===== src/rtl/rr_arb_pkg.sv =====
// Shared types and default sizing for the round-robin bus arbiter.
// Contents: FSM state enum, default requester count and hold limit.
// No logic; imported by rr_priority_pick and rr_bus_arbiter.
package rr_arb_pkg;

    typedef enum logic {
        IDLE  = 1'b0,
        OWNED = 1'b1
    } state_t;

    localparam int N_DEF        = 8;
    localparam int MAX_HOLD_DEF = 16;

endpackage


===== src/rtl/rr_priority_pick.sv =====
// Rotating-priority encoder: picks the requester that follows last_id in the
// search order last_id-1, last_id-2, ... (mod N), ending at last_id itself.
// Ports: req[N], last_id[IDW] in; pick_id[IDW], pick_valid out. Purely combinational.
module rr_priority_pick
    import rr_arb_pkg::*;
#(
    parameter int N   = N_DEF,
    parameter int IDW = $clog2(N)
) (
    input  logic [N-1:0]   req,
    input  logic [IDW-1:0] last_id,
    output logic [IDW-1:0] pick_id,
    output logic           pick_valid
);

    logic [2*N-1:0] req_dbl;
    logic [N-1:0]   req_rot;
    logic [IDW-1:0] enc_id;

    // Rotating right by last_id puts index last_id-1 in the MSB position, so an
    // MSB-first encoder walks exactly the required search order.
    assign req_dbl = {req, req} >> last_id;
    assign req_rot = req_dbl[N-1:0];

    always_comb begin
        enc_id = '0;
        // Ascending loop: the highest set bit is the last assignment and wins.
        for (int j = 0; j < N; j++) begin
            if (req_rot[j]) begin
                enc_id = IDW'(j);
            end
        end
    end

    // N is a power of two, so IDW-bit addition wraps modulo N for free.
    assign pick_id    = enc_id + last_id;
    assign pick_valid = |req;

endmodule


===== src/rtl/rr_bus_arbiter.sv =====
// Round-robin arbiter sharing one datapath among N requesters; grant is registered.
// Ports: clk, rst (sync, active-high), req[N], done[N] in; grant[N] one-hot,
// grant_id[IDW], grant_valid, timeout (1-cycle revoke pulse) out.
module rr_bus_arbiter
    import rr_arb_pkg::*;
#(
    parameter int N        = N_DEF,
    parameter int IDW      = $clog2(N),
    parameter int MAX_HOLD = MAX_HOLD_DEF
) (
    input  logic           clk,
    input  logic           rst,
    input  logic [N-1:0]   req,
    input  logic [N-1:0]   done,
    output logic [N-1:0]   grant,
    output logic [IDW-1:0] grant_id,
    output logic           grant_valid,
    output logic           timeout
);

    localparam int HCW = (MAX_HOLD < 2) ? 1 : $clog2(MAX_HOLD + 1);
    localparam logic [HCW-1:0] HOLD_SAT  = HCW'(MAX_HOLD);
    localparam logic [HCW-1:0] HOLD_LAST = HCW'(MAX_HOLD - 1);

    state_t         state, state_n;
    logic [N-1:0]   grant_q, grant_n;
    logic [IDW-1:0] last_id, last_n;
    logic [HCW-1:0] hold_cnt, hold_n;
    logic           timeout_q, timeout_n;

    logic [IDW-1:0] pick_id;
    logic           pick_valid;
    logic           release_now;
    logic           hold_expired;

    rr_priority_pick #(
        .N   (N),
        .IDW (IDW)
    ) u_pick (
        .req        (req),
        .last_id    (last_id),
        .pick_id    (pick_id),
        .pick_valid (pick_valid)
    );

    // While OWNED the owner is always last_id, since last_id moves only on a grant.
    assign release_now  = done[last_id] | ~req[last_id];
    assign hold_expired = (MAX_HOLD != 0) && (hold_cnt == HOLD_LAST);

    always_comb begin
        state_n   = state;
        grant_n   = grant_q;
        last_n    = last_id;
        hold_n    = hold_cnt;
        timeout_n = 1'b0;
        case (state)
            IDLE: begin
                grant_n = '0;
                if (pick_valid) begin
                    grant_n = {{(N-1){1'b0}}, 1'b1} << pick_id;
                    last_n  = pick_id;
                    hold_n  = '0;
                    state_n = OWNED;
                end
            end
            OWNED: begin
                // A normal release takes precedence over a timeout in the same cycle.
                if (release_now) begin
                    grant_n = '0;
                    state_n = IDLE;
                end else if (hold_expired) begin
                    grant_n   = '0;
                    timeout_n = 1'b1;
                    state_n   = IDLE;
                end else if (hold_cnt != HOLD_SAT) begin
                    hold_n = hold_cnt + 1'b1;
                end
            end
            default: begin
                grant_n = '0;
                state_n = IDLE;
            end
        endcase
    end

    always_ff @(posedge clk) begin
        if (rst) begin
            state     <= IDLE;
            grant_q   <= '0;
            last_id   <= '0;
            hold_cnt  <= '0;
            timeout_q <= 1'b0;
        end else begin
            state     <= state_n;
            grant_q   <= grant_n;
            last_id   <= last_n;
            hold_cnt  <= hold_n;
            timeout_q <= timeout_n;
        end
    end

    // grant_id is the most recent winner; it holds after release, as the datapath expects.
    assign grant       = grant_q;
    assign grant_id    = last_id;
    assign grant_valid = |grant_q;
    assign timeout     = timeout_q;

endmodule


===== config.mk =====
export PLATFORM = sky130hd
export DESIGN_NAME = rr_bus_arbiter
export DESIGN_NICKNAME = d
export VERILOG_FILES = /design/src/rtl/rr_arb_pkg.sv /design/src/rtl/rr_priority_pick.sv /design/src/rtl/rr_bus_arbiter.sv
export SDC_FILE = /design/constraint.sdc
export NUM_CORES = 1
export LEC_CHECK = 0
export ABC_AREA = 1
export ABC_CLOCK_PERIOD_IN_PS = 7500
export BUFFER_PORTS_ARGS = -buffer_cell sky130_fd_sc_hd__buf_2
export CELL_PAD_IN_SITES_DETAIL_PLACEMENT = 1
export CELL_PAD_IN_SITES_GLOBAL_PLACEMENT = 1
export CORE_MARGIN = 3
export CORE_UTILIZATION = 39
export CTS_CLUSTER_SIZE = 24
export DETAILED_ROUTE_END_ITERATION = 10
export PLACE_DENSITY = 0.85
export SKIP_CTS_REPAIR_TIMING = 1
export SYNTH_ARGS = -nofsm -noshare
export SYNTH_HDL_FRONTEND = slang
export SYNTH_SLANG_ARGS = --single-unit
export TNS_END_PERCENT = 50

===== constraint.sdc =====
create_clock -name clk -period 7.5 [get_ports clk]
set_clock_uncertainty 0.2 [all_clocks]
set_input_delay 2.25 -clock clk [delete_from_list [all_inputs] [get_ports clk]]
set_output_delay 2.25 -clock clk [all_outputs]
set_load 0.05 [all_outputs]

==> results.md <==
* Setup crit end kind: flop
* RSZ-0062 raised after global routing: false
* Die H at 64.84 um
* Worst-Margin Slew at 0.5367 ns
* Sequential fraction of the synthesis area at 26.69%
* Pin count of the biggest net entering global routing at 17
* Clock sinks at 18
* Post-route cell area at 1550 um^2
* Psw at 0.4861 mW
* Synth Register Bits at 18
* Final hold violation count at 0
* Vias in the first global route at 1,535
* GRT Overall Usage at 19.05%
* Power share of the combinational group at 72.1%
* Max-slew headroom at 64.17%
* Die extent in x at 64.84 um
* Min cycle time layout at 4.640 ns
* Worst Hold Class: reg2reg
* H-tree Lvls at 1
* DRT iter0 DRCs at 74
* DR vias at 1,503
* Initial antenna violation count at 0
* Crit Path Max Fanout at 4
* CP arrival at 4.67 ns
* Layout cells sized above 1 at 20.24%
* Synthesis-to-layout area growth at 14.83%
* Total Nets Final at 271
* Fin Setup TNS at 0 ns
* TritonRoute pass-1 iters at 4
* Yosys warning total at 0
* Fmax achieved at 0.2155 GHz
* Avg Inst Size Synth at 6.137 um^2
* Pint at 0.3240 mW
* Most common cell after layout, fill and taps aside: nand2_1
* Num CTS Buffers at 3
* First-pass GRT wire length at 6.486 mm
* Status: completed
* Antenna Cells at 0
* Sw Share at 60.01%
* Root buf cell: clkbuf_4
* Post-synthesis cell count at 220
* Cell accounting for the most synthesized area: dfxtp_1
* CTS tree: yes
* Antenna-violating nets left at 0
* DRC at 0
* Clk slew on worst S/H paths at 0.11 ns
* Mapped cell area at 1350 um^2
* FP Rows at 20
* Required @ worst endpoint at 7.53 ns
* Maxcap violations at 0
* Distinct cells, synth at 30
* Max clock buf depth at 2
* Placed inst area at 1514 um^2
* Max-slew violations at 0
* PD cells at 522.6 nW/um^2
* Layout fillers at 464
* Vias/cell at 5.165
* Pleak at 0.7496 nW
* Setup violations, final at 0
* Clock Power Share at 7.7%
* Global route overflow at 0
* Initial core utilization at 42.48%
* Total Wirelength at 3.717 mm
* Gpl congestion at 0.8733
* Final period util at 61.87%
* Core footprint at 3178 um^2
* CP startpoint kind: input pin
* Most frequent cells in the layout: 63 x nand2_1, 32 x nand3_1, 30 x buf_2
* IO Pins at 31
* Number of port buffers at 30
* Flop pwr share at 20.2%
* Worst VDD drop at 301.6 uV
* DR WL/cell at 12.77 um
* Top cell type's share of synthesized area at 26.69%
* Clock Latency Late Sink at 0.30 ns
* DP HPWL at 3.005 mm
* Top post-synthesis cells by area: dfxtp_1 27%, nand2_1 18%, nand3_1 12%
* Critical path class: in2reg
* DIE AREA at 4204 um^2
* Syn_nets at 243
registers in the layout (all words and copies together) (netlist names):
| signal | cells |
|---|---|
| grant | 8 |
| grant_id | 3 |
| hold_cnt | 5 |
| state | 1 |
| timeout | 1 |
final timing paths:
kind | startpoint | to | slack (ns) | depth (start not counted)
max reg2reg | grant_id[0]$_SDFFE_PP0P_ | grant[7]$_SDFFE_PP0P_ | 3.97 | 17
max | req[5] | grant[7]$_SDFFE_PP0P_ | 2.86 | 17
min | grant[3]$_SDFFE_PP0P_ | grant[3]$_SDFFE_PP0P_ | 0.30 | 2
min reg2reg | grant[3]$_SDFFE_PP0P_ | grant[3]$_SDFFE_PP0P_ | 0.30 | 2
power by group through the flow:
stage / Combinational, mW / Sequential [mW] / Clock, mW
4_1_cts: 0.592 / 0.165 / 0.0643
3_5_place_dp: 0.588 / 0.167 / 0
2_1_floorplan: 0.412 / 0.224 / 0
6_report: 0.584 / 0.164 / 0.0624
5_1_grt: 0.657 / 0.170 / 0.0683
3_3_place_gp: 0.575 / 0.166 / 0
worst max-delay path, cell delays in order:
cell	delay, ns
buf_2	0.12
nand2_1	0.11
nand3_1	0.11
nand2_1	0.10
nor2_1	0.04
nor2_1	0.14
nand2_1	0.07
a21oi_1	0.14
nor2_1	0.05
o21bai_1	0.12
ha_1	0.16
inv_1	0.05
fa_1	0.50
or2_2	0.35
nor2_1	0.15
nand2_1	0.07
a21oi_1	0.15
metal layers:
metal / routed length, um / part of all wire, % / track usage [%]
met1: 1667 / 45 / 21.80
met2: 1929 / 52 / 37.55
met3: 92 / 2.5 / 1.213
met4: 27 / 0.73 / 4.749
met5: 0 / 0 / 0
area by class of cell:
class                           instances  area (um^2)  area share, %
Clock buffer                            4        36.28          2.341
Inverter                               22        82.58          5.327
Multi-Input combinational cell        173        865.8          55.85
Sequential cell                        18        360.3          23.24
Tap cell                               44        55.05          3.551
Timing Repair Buffer                   30        150.1          9.685
kinds of logic (layout without fill, tap and decap cells):
family / after synthesis / in the layout / share of synthesized area (%)
flops: 18 / 18 / 26.69
compound gates: 24 / 24 / 9.732
xor+xnor: 2 / 2 / 1.298
buf+inv: 29 / 56 / 9.175
simple gates: 142 / 142 / 47.91
fa+ha+maj: 5 / 5 / 5.190
through the flow:
step                hold slack, ns  worst slack [ns]  util [%]  cells  total power, mW
detailed placement          0.2805             2.560     47.64    287           0.7555
finish                      0.2974             2.860     48.78    291           0.8101
global placement            0.2723             2.654     47.64    287           0.7408
floorplan                   0.2713             2.992         -    220           0.6356
CTS                         0.2979             2.839     48.78    291           0.8210
global route                0.3286             2.655     48.78    291           0.8953
synth_stat cells:
cell type,instances
nor3b_1,1
nor4_1,5
ha_1,4
nand2_4,1
dfxtp_1,18
nand4_1,4
inv_1,19
o21bai_1,1
nor2_1,24
nand4_2,1
a211oi_1,1
a31oi_1,1
o21ai_1,4
buf_6,1
or2_2,1
buf_2,3
fa_1,1
o31ai_1,1
nand2_1,63
xor2_1,2
buf_1,1
nor2_2,2
nand3_1,32
clkbuf_1,1
nand2_2,7
a21boi_0,1
a21oi_1,15
buf_4,1
nand3_2,1
inv_2,3
No activity file was read; power rests on OpenSTA's default activity.
